===== config.mk =====
export PLATFORM = sky130hd
export DESIGN_NAME = ras_ckpt_stack
export DESIGN_NICKNAME = d
export VERILOG_FILES = /design/src/rtl/ras_ckpt_stack.sv
export SDC_FILE = /design/constraint.sdc
export NUM_CORES = 1
export LEC_CHECK = 0
export ABC_CLOCK_PERIOD_IN_PS = 6150
export BUFFER_PORTS_ARGS = -buffer_cell sky130_fd_sc_hd__buf_2
export CORE_MARGIN = 4
export CORE_UTILIZATION = 57
export DETAILED_ROUTE_END_ITERATION = 10
export PLACE_DENSITY = 0.77
export SLEW_MARGIN = 5
export SYNTH_ARGS = -nofsm -noshare
export SYNTH_HDL_FRONTEND = slang
export SYNTH_SLANG_ARGS = --single-unit

===== constraint.sdc =====
create_clock -name clk_i -period 6.15 [get_ports clk_i]
set_input_delay 0.3075 -clock clk_i [delete_from_list [all_inputs] [get_ports clk_i]]
set_output_delay 0.3075 -clock clk_i [all_outputs]
set_load 0.005 [all_outputs]

===== src/rtl/ras_ckpt_stack.sv =====
// Return-address stack for the frontend predictor, with speculative checkpoints.
// Push on predicted call, pop on predicted return. Each checkpoint slot saves
// {tos, count, top entry}. Restoring a slot repairs the pointer, the count and
// the one entry a wrong-path push may have overwritten, all in a single cycle.
module ras_ckpt_stack #(
    parameter int VLEN    = 32,
    parameter int DEPTH   = 2,
    parameter int NR_CKPT = 4,
    localparam int IDW    = (NR_CKPT > 1) ? $clog2(NR_CKPT) : 1,
    localparam int TW     = (DEPTH > 1) ? $clog2(DEPTH) : 1,
    localparam int CW     = $clog2(DEPTH + 1)
) (
    input  logic            clk_i,
    input  logic            rst_i,
    input  logic            push_i,
    input  logic [VLEN-1:0] push_addr_i,
    input  logic            pop_i,
    output logic [VLEN-1:0] top_o,
    output logic            top_valid_o,
    output logic            overflow_o,
    output logic            underflow_o,
    input  logic            ckpt_req_i,
    output logic            ckpt_gnt_o,
    output logic [IDW-1:0]  ckpt_id_o,
    input  logic            restore_i,
    input  logic [IDW-1:0]  restore_id_i,
    input  logic            release_i,
    input  logic [IDW-1:0]  release_id_i,
    input  logic            flush_i
);

    // Slot arrays are sized to the full id range. Ids at or above NR_CKPT are
    // never allocated, so their valid bit stays 0 and a restore of one is a no-op.
    localparam int NSLOT = 1 << IDW;

    // Handshake: a checkpoint is taken exactly in a cycle where ckpt_req_i and
    // ckpt_gnt_o are both high. ckpt_gnt_o and ckpt_id_o depend on registered
    // state only, so a requester without a grant simply holds ckpt_req_i.

    logic [VLEN-1:0] r_ent [DEPTH];
    logic [TW-1:0]   r_tos;
    logic [CW-1:0]   r_cnt;
    logic            r_ovf;
    logic            r_unf;
    logic [NSLOT-1:0] r_cv;
    logic [TW-1:0]   r_ck_tos [NSLOT];
    logic [CW-1:0]   r_ck_cnt [NSLOT];
    logic [VLEN-1:0] r_ck_top [NSLOT];

    logic            w_gnt;
    logic [IDW-1:0]  w_id;
    logic            w_take;
    logic            w_restore_ok;
    logic [TW-1:0]   w_tos_inc;
    logic [TW-1:0]   w_tos_dec;
    logic [TW-1:0]   w_tos_n;
    logic [CW-1:0]   w_cnt_n;
    logic            w_wr_en;
    logic [TW-1:0]   w_wr_idx;
    logic [VLEN-1:0] w_wr_data;
    logic            w_ovf_n;
    logic            w_unf_n;
    logic [NSLOT-1:0] w_cv_n;

    // Lowest-index free slot, taken from the valid vector as it was before this edge.
    always_comb begin
        w_gnt = 1'b0;
        w_id  = '0;
        for (int i = NR_CKPT - 1; i >= 0; i--) begin
            if (!r_cv[i]) begin
                w_gnt = 1'b1;
                w_id  = IDW'(i);
            end
        end
    end

    // Flush discards any allocation and beats a restore in the same cycle.
    assign w_take       = ckpt_req_i & w_gnt & ~flush_i;
    assign w_restore_ok = restore_i & r_cv[restore_id_i] & ~flush_i;
    assign w_tos_inc    = (r_tos == TW'(DEPTH - 1)) ? '0 : r_tos + TW'(1);
    assign w_tos_dec    = (r_tos == '0) ? TW'(DEPTH - 1) : r_tos - TW'(1);

    // Next stack state. A valid restore overrides push/pop, and push&pop on an
    // empty stack acts as a plain push.
    always_comb begin
        w_tos_n   = r_tos;
        w_cnt_n   = r_cnt;
        w_wr_en   = 1'b0;
        w_wr_idx  = r_tos;
        w_wr_data = push_addr_i;
        w_ovf_n   = 1'b0;
        w_unf_n   = 1'b0;
        if (w_restore_ok) begin
            w_tos_n   = r_ck_tos[restore_id_i];
            w_cnt_n   = r_ck_cnt[restore_id_i];
            w_wr_en   = 1'b1;
            w_wr_idx  = r_ck_tos[restore_id_i];
            w_wr_data = r_ck_top[restore_id_i];
        end else if (push_i && (!pop_i || r_cnt == '0)) begin
            w_tos_n  = w_tos_inc;
            w_wr_en  = 1'b1;
            w_wr_idx = w_tos_inc;
            w_ovf_n  = (r_cnt == CW'(DEPTH));
            if (r_cnt != CW'(DEPTH)) begin
                w_cnt_n = r_cnt + CW'(1);
            end
        end else if (push_i) begin
            // push&pop with a non-empty stack: replace the top in place
            w_wr_en = 1'b1;
        end else if (pop_i) begin
            if (r_cnt != '0) begin
                w_tos_n = w_tos_dec;
                w_cnt_n = r_cnt - CW'(1);
            end else begin
                w_unf_n = 1'b1;
            end
        end
    end

    // Next checkpoint-valid vector. Frees apply before the set, and the allocated
    // id was free before the edge, so it can never be one freed this cycle.
    always_comb begin
        w_cv_n = r_cv;
        if (w_restore_ok) begin
            w_cv_n[restore_id_i] = 1'b0;
        end
        if (release_i) begin
            w_cv_n[release_id_i] = 1'b0;
        end
        if (w_take) begin
            w_cv_n[w_id] = 1'b1;
        end
        if (flush_i) begin
            w_cv_n = '0;
        end
    end

    // Stack storage, pointers, pulses and checkpoint valid bits.
    always_ff @(posedge clk_i) begin
        if (rst_i) begin
            for (int i = 0; i < DEPTH; i++) begin
                r_ent[i] <= '0;
            end
            r_tos <= '0;
            r_cnt <= '0;
            r_ovf <= 1'b0;
            r_unf <= 1'b0;
            r_cv  <= '0;
        end else begin
            r_tos <= w_tos_n;
            r_cnt <= w_cnt_n;
            r_ovf <= w_ovf_n;
            r_unf <= w_unf_n;
            r_cv  <= w_cv_n;
            if (w_wr_en) begin
                r_ent[w_wr_idx] <= w_wr_data;
            end
        end
    end

    // Checkpoint payload captures the pre-update state. It is only read while
    // its valid bit is set, so it needs no reset.
    always_ff @(posedge clk_i) begin
        if (!rst_i && w_take) begin
            r_ck_tos[w_id] <= r_tos;
            r_ck_cnt[w_id] <= r_cnt;
            r_ck_top[w_id] <= r_ent[r_tos];
        end
    end

    assign top_o       = r_ent[r_tos];
    assign top_valid_o = (r_cnt != '0);
    assign overflow_o  = r_ovf;
    assign underflow_o = r_unf;
    assign ckpt_gnt_o  = w_gnt;
    assign ckpt_id_o   = w_id;

endmodule

==> flow_metrics.py, run 1 <==
metrics = {
    "place": {
        "portBuffers": 81,
        "post-place-ws_ns": 1.85,
        "place_area_mm2": 0.00957,
        "placedCellCount": 773,
        "place.gp.congestion": 0.795,
        "dp_hpwl_um": 11400,
    },
    "floorplan": {
        "coreArea_mm2": 0.0154,
        "die_h_um": 134,
        "rows": 45,
        "die_w_um": 134,
        "io_pins": 82,
        "die_area_mm2": 0.0180,
        "start_util": 0.589,
    },
    "clock_tree": {
        "cts_root_buf": "clkbuf_16",
        "clock_sinks": 214,
        "post_cts_resize_count": 0,
        "cts_tree": "yes",
        "hold_buffers": 0,
        "clk_latency_ns": 0.49,
        "post_cts_buffers": 0,
        "numCtsBuffers": 21,
        "cts_max_path_buffers": 3,
        "cts_max_level": 1,
        "clkTransAtPathRegs_ns": 0.06,
    },
    "sta": {
        "finalSetupViolations": 0,
        "rsz0062_at_grt": "false",
        "min_period_over_period": 0.623,
        "hold_slack_ns": 0.141,
        "slew_viol_final": 0,
        "worst_slack_ns": 2.32,
        "post-route-min-period_ns": 3.83,
        "finalHoldViolations": 0,
        "finClkSkew_ns": 0.00971,
        "fmax_ghz": 0.261,
        "tns_ns": 0,
        "slew_headroom": 0.151,
        "worst_slew_pin_slew_ns": 1.27,
    },
    "power_and_ir_drop": {
        "internal-power_mw": 2.51,
        "p_comb_frac": 0.105,
        "power_frac_seq": 0.537,
        "power.switching_mw": 0.750,
        "clkPwrFrac": 0.358,
        "p_leak_nw": 3.45,
        "power_mw": 3.26,
        "swShare": 0.230,
        "ir_worst_vdd_mv": 0.237,
        "power_density_mw_per_mm2": 320,
    },
    "yosys": {
        "ys.flop_type": "edfxtp_1",
        "ys_seq_area_frac": 0.699,
        "yosysWarnings": 0,
        "yosysTopAreaCellShare": 0.677,
        "syn_nets": 560,
        "synthCells": 516,
        "synth_edf_count": 204,
        "yosysTopAreaCell": "edfxtp_1",
        "synth_area_per_cell_um2": 17.5,
        "syn-cell-area_mm2": 0.00905,
        "async_flop_share": 0,
        "yosys_register_bits": 214,
        "synth_cell_types": 45,
        "synthTopCellsByArea": "edfxtp_1 68%, mux4_2 8.7%, o22ai_2 4.0%, o32ai_1 3.1%, nand2_1 2.9%",
    },
    "critical_path": {
        "start_kind": "input pin",
        "max_stage_delay_ns": 0.93,
        "crit_type": "in -> reg",
        "path_buf_inv": 2,
        "end_kind": "flop",
        "cp_top_family": "compound AO/OA/AOI/OAI gates",
        "cp.depth": 6,
        "required_ns": 6.31,
        "cpMaxStageDelayCell": "o211ai_1",
        "worstPathArrival_ns": 4.00,
        "cp_max_fo": 37,
        "rr_worst_depth": 4,
        "path_cells": "buf_2 > nand3b_1 > o22ai_4 > nand2_1 > o211ai_1 > buf_4",
    },
    "drt": {
        "via_count": 5052,
        "wirelength_um": 18800,
        "vias_per_cell": 6.26,
        "ant_nets": 0,
        "drc": 0,
        "firstDrtPassIters": 5,
        "drt-initial-drc-count": 557,
        "post_drt_wl_per_cell_um": 23.3,
    },
    "layout": {
        "areaGrowthSynthToFinish_pct": 12.4,
        "final_util": 0.662,
        "fillers": 1056,
        "fin_nets": 629,
        "final_cell_area_mm2": 0.0102,
        "final_cell_mix": "204 x edfxtp_1, 81 x buf_2, 71 x nand2_1",
        "drive_gt1_frac": 0.344,
        "final_cells": 807,
        "final_common_cell": "edfxtp_1",
        "antennaDiodeCount": 0,
    },
    "global_route": {
        "grt-ovfl-total": 0,
        "grt_max_degree": 68,
        "grt_usage": 0.211,
        "grt_pass1_vias": 5175,
        "antenna_found_initial": 0,
        "grt_pass1_wl_um": 29700,
    },
    "run": {
        "max_cap_violations": 0,
    },
    "run_status": {
        "status": "completed",
    },
    "hold_path": {
        "hp-class": "in -> reg",
        "whs_path_depth": 2,
    },
}
worst paths after layout:
path	from	to	slack [ns]
setup / recovery	restore_id_i[1]	r_ent[0][10]$_SDFFCE_PN0P_	2.32
hold / removal	rst_i	r_cnt[1]$_SDFFE_PP0P_	0.14
setup reg to reg	r_cnt[1]$_SDFFE_PP0P_	r_ent[1][9]$_SDFFCE_PN0P_	2.49
hold reg to reg	r_tos$_SDFFE_PP0P_	r_ck_tos[0]$_DFFE_PP_	0.59
state kept, by name, indices dropped and copies added, names as in the netlist, named ones only:
| signal | count |
|---|---|
| r_ent | 64 |
| overflow_o | 1 |
| underflow_o | 1 |
| r_ck_top | 128 |
| r_ck_tos | 4 |
| r_cv | 4 |
| r_cnt | 2 |
| r_tos | 1 |
| r_ck_cnt | 8 |
per-layer routing:
| metal | wire (um) | vias to the layer above | global-route usage |
|---|---|---|---|
| met3 | 1320 | 30 | 0.0326 |
| met2 | 9180 | 215 | 0.342 |
| met5 | 0 | - | 0 |
| met4 | 367 | 0 | 0.0554 |
| li1 | - | 2221 | - |
| met1 | 7960 | 2586 | 0.306 |
area by class of cell:
type	instances	area, um^2	area share
clock inverters	8	63.8	0.00627
inverters	6	22.5	0.00221
well taps	211	264	0.0259
flip-flops and latches	214	6330	0.622
multi-input cells	256	2510	0.247
repair buffers	86	443	0.0435
clock buffers	26	544	0.0535
cells by family (layout without fill, tap and decap cells):
logic type / Yosys count / after routing / synth area share
DFF: 214 / 214 / 0.699
and+or+nand+nor: 100 / 100 / 0.0500
AOI/OAI and AO/OA: 83 / 83 / 0.0887
muxes: 70 / 70 / 0.131
buffers and inverters: 46 / 126 / 0.0279
xor gates and xnor gates: 3 / 3 / 0.00373
power by group through the flow:
| stage | logic, mW | registers (mW) | clock network (mW) |
|---|---|---|---|
| floorplan | 0.239 | 1.76 | 0 |
| global placement | 0.330 | 1.77 | 0 |
| detailed placement | 0.340 | 1.78 | 0 |
| CTS | 0.343 | 1.75 | 1.19 |
| global route | 0.370 | 1.76 | 1.25 |
| finish | 0.342 | 1.75 | 1.17 |
cells in the mapped netlist (2+ instances only):
library cell / instances
o32ai_1: 32
nor2_1: 3
nand2b_1: 5
buf_6: 7
nand2_1: 71
edfxtp_1: 204
dfxtp_1: 10
or2_2: 2
mux4_2: 35
inv_1: 5
nor2b_1: 2
or3_1: 2
and4b_1: 2
nor4_1: 2
nand3_1: 3
mux2_1: 20
mux2i_2: 2
a21oi_1: 8
o22ai_1: 3
o211ai_1: 2
o22ai_2: 29
buf_1: 3
o221ai_1: 3
mux2_2: 12
nand3b_1: 2
buf_4: 5
buf_2: 7
clkbuf_1: 18
(Power assumes the default switching activity.)
==> run 2, diff against run 1 <==
--- a/config.mk
+++ b/config.mk
@@ -5,12 +5,12 @@
 export SDC_FILE = /design/constraint.sdc
 export NUM_CORES = 1
 export LEC_CHECK = 0
-export ABC_CLOCK_PERIOD_IN_PS = 6150
+export ABC_CLOCK_PERIOD_IN_PS = 3310
 export BUFFER_PORTS_ARGS = -buffer_cell sky130_fd_sc_hd__buf_2
 export CORE_MARGIN = 4
-export CORE_UTILIZATION = 57
+export CORE_UTILIZATION = 53
 export DETAILED_ROUTE_END_ITERATION = 10
-export PLACE_DENSITY = 0.77
+export PLACE_DENSITY = 0.75
 export SLEW_MARGIN = 5
 export SYNTH_ARGS = -nofsm -noshare
 export SYNTH_HDL_FRONTEND = slang
==> constraint.sdc (replaced) <==
create_clock -name clk_i -period 3.31 [get_ports clk_i]
set_input_delay 0.1655 -clock clk_i [delete_from_list [all_inputs] [get_ports clk_i]]
set_output_delay 0.1655 -clock clk_i [all_outputs]
set_load 0.005 [all_outputs]
==> run 2 against run 1 <==
Net effect:
- clock power rose by 120%
- count of clock-buffer cells in the layout rose by 6
- design area rose by 3.0%
- largest cell class unchanged
==> flow_metrics.py, run 2 (synthesis results as in run 1) <==
metrics = {
    "run_status": {
        "status": "completed",
    },
    "place": {
        "portBuffers": 81,
        "post-place-ws_ns": 0.905,
        "place.gp.congestion": 0.880,
        "dp_hpwl_um": 11600,
    },
    "sta": {
        "worst_slack_ns": 1.04,
        "post-route-min-period_ns": 2.27,
        "rsz0062_at_grt": "false",
        "slew_headroom": 0.448,
        "slew_viol_final": 0,
        "worst_slew_pin_slew_ns": 0.829,
        "finalSetupViolations": 0,
        "min_period_over_period": 0.685,
        "fmax_ghz": 0.441,
        "finClkSkew_ns": 0.0138,
        "tns_ns": 0,
        "finalHoldViolations": 0,
    },
    "floorplan": {
        "die_w_um": 139,
        "die_area_mm2": 0.0192,
        "io_pins": 82,
        "rows": 47,
        "start_util": 0.544,
        "die_h_um": 139,
        "coreArea_mm2": 0.0166,
    },
    "critical_path": {
        "path_buf_inv": 1,
        "timing.rr.end": "r_ent[1][20]$_SDFFCE_PN0P_",
        "max_stage_delay_ns": 0.49,
        "end_kind": "flop",
        "crit_type": "reg -> reg",
        "ff2ff_setup_slack_ns": 1.04,
        "cpMaxStageDelayCell": "or3b_2",
        "cp_max_fo": 15,
        "worstPathArrival_ns": 2.46,
        "path_cells": "o21ai_2 > xor2_4 > or3b_2 > nand3_2 > buf_4",
        "rr_worst_depth": 5,
        "reg2reg_from": "r_cnt[1]$_SDFFE_PP0P_",
        "required_ns": 3.51,
        "cp_top_family": "simple AND/OR/NAND/NOR gates",
        "start_kind": "flop",
    },
    "drt": {
        "ant_nets": 0,
        "drc": 0,
        "via_count": 5121,
        "firstDrtPassIters": 5,
        "vias_per_cell": 6.11,
        "wirelength_um": 19500,
        "post_drt_wl_per_cell_um": 23.2,
        "drt-initial-drc-count": 433,
    },
    "global_route": {
        "grt_pass1_wl_um": 30800,
        "grt_max_degree": 66,
        "grt_pass1_vias": 5428,
        "grt_usage": 0.201,
        "antenna_found_initial": 0,
        "grt-ovfl-total": 0,
    },
    "clock_tree": {
        "numCtsBuffers": 22,
        "cts_tree": "yes",
        "post_cts_resize_count": 0,
        "cts_root_buf": "clkbuf_16",
        "cts_max_level": 1,
        "clk_latency_ns": 0.50,
        "clkTransAtPathRegs_ns": 0.06,
        "post_cts_buffers": 0,
        "clock_sinks": 214,
        "cts_max_path_buffers": 3,
    },
    "layout": {
        "areaGrowthSynthToFinish_pct": 15.8,
        "top_regs": "r_ck_top: 128 flops, r_ent: 64 flops, r_ck_cnt: 8 flops",
        "top_register": "r_ck_top",
        "fillers": 1141,
        "final_cell_mix": "204 x edfxtp_1, 81 x buf_2, 71 x nand2_1",
        "largest_reg_flops": 128,
        "fin_nets": 646,
        "drive_gt1_frac": 0.371,
        "final_common_cell": "edfxtp_1",
        "antennaDiodeCount": 0,
    },
    "run": {
        "max_cap_violations": 0,
    },
    "power_and_ir_drop": {
        "power_density_mw_per_mm2": 620,
        "ir_worst_vdd_mv": 0.343,
        "p_leak_nw": 3.61,
    },
    "hold_path": {
        "hp-class": "in -> reg",
        "whs_path_depth": 3,
        "worst_hold_startpoint": "ckpt_req_i",
        "hold_path_end": "r_cv[0]$_SDFF_PP0_",
    },
}
==> run 2: timing repair <==
action                     4_1_cts  5_1_grt
setup endpoints to repair        0        0
hold buffers                     1        0
hold endpoints to repair         2        0
==> run 2: layout make-up <==
class	instances	area [um^2]	area share
clock buffer	32	649	0.0619
tap	220	275	0.0263
clock inverter	8	118	0.0112
sequential	214	6330	0.603
multi-input combinational	256	2530	0.241
inverter	6	22.5	0.00215
timing repair buffer	102	566	0.0539
==> run 2: metal layers <==
metal  GRT usage  vias up  wire length [um]
li1            -     2265                 -
met5           0        -                 0
met4      0.0515        0               301
met2       0.319      221              9420
met3      0.0390       31              1310
met1       0.291     2604              8420
==> run 2: worst max-delay path by stage <==
stage	cells after the start	slack [ns]	to	startpoint
floorplan	7	0.04	r_ent[0][0]$_SDFFCE_PN0P_	r_cv[2]$_SDFF_PP0_
global placement	6	0.94	r_ent[1][24]$_SDFFCE_PN0P_	restore_id_i[1]
detailed placement	6	0.91	r_ent[1][23]$_SDFFCE_PN0P_	restore_id_i[1]
CTS	4	1.03	r_ck_top[3][25]$_DFFE_PP_	r_cv[0]$_SDFF_PP0_
global route	4	0.87	r_ck_top[3][25]$_DFFE_PP_	r_cv[1]$_SDFF_PP0_
finish	5	1.04	r_ent[1][20]$_SDFFCE_PN0P_	r_cnt[1]$_SDFFE_PP0P_
==> run 2: report_power, final <==
| group | switching (mW) | total, mW | internal, mW | leakage, nW |
|---|---|---|---|---|
| Clock | 0.997 | 2.59 | 1.60 | 0.378 |
| Combinational | 0.402 | 0.660 | 0.258 | 1.18 |
| Sequential | 0.0675 | 3.25 | 3.18 | 2.05 |
| Total | 1.47 | 6.50 | 5.03 | 3.61 |
==> run 2: metrics by stage <==
| step | hold WS (ns) | instance area [um^2] | std cells | total power, mW | util |
|---|---|---|---|---|---|
| 2_1_floorplan | 0.323 | 9070 | 516 | 3.71 | - |
| 3_3_place_gp | 0.505 | 9710 | 797 | 3.93 | 0.583 |
| 3_5_place_dp | 0.501 | 9710 | 797 | 3.96 | 0.583 |
| 4_1_cts | 0.00735 | 10500 | 838 | 6.52 | 0.630 |
| 5_1_grt | 0.0243 | 10500 | 838 | 6.71 | 0.630 |
| 6_report | 0.0217 | 10500 | 838 | 6.50 | 0.630 |
==> run 2: tightest hold or removal path: stages <==
cell and delay, ns:
buf_2 0.09, nand2b_1 0.10, a21oi_1 0.13
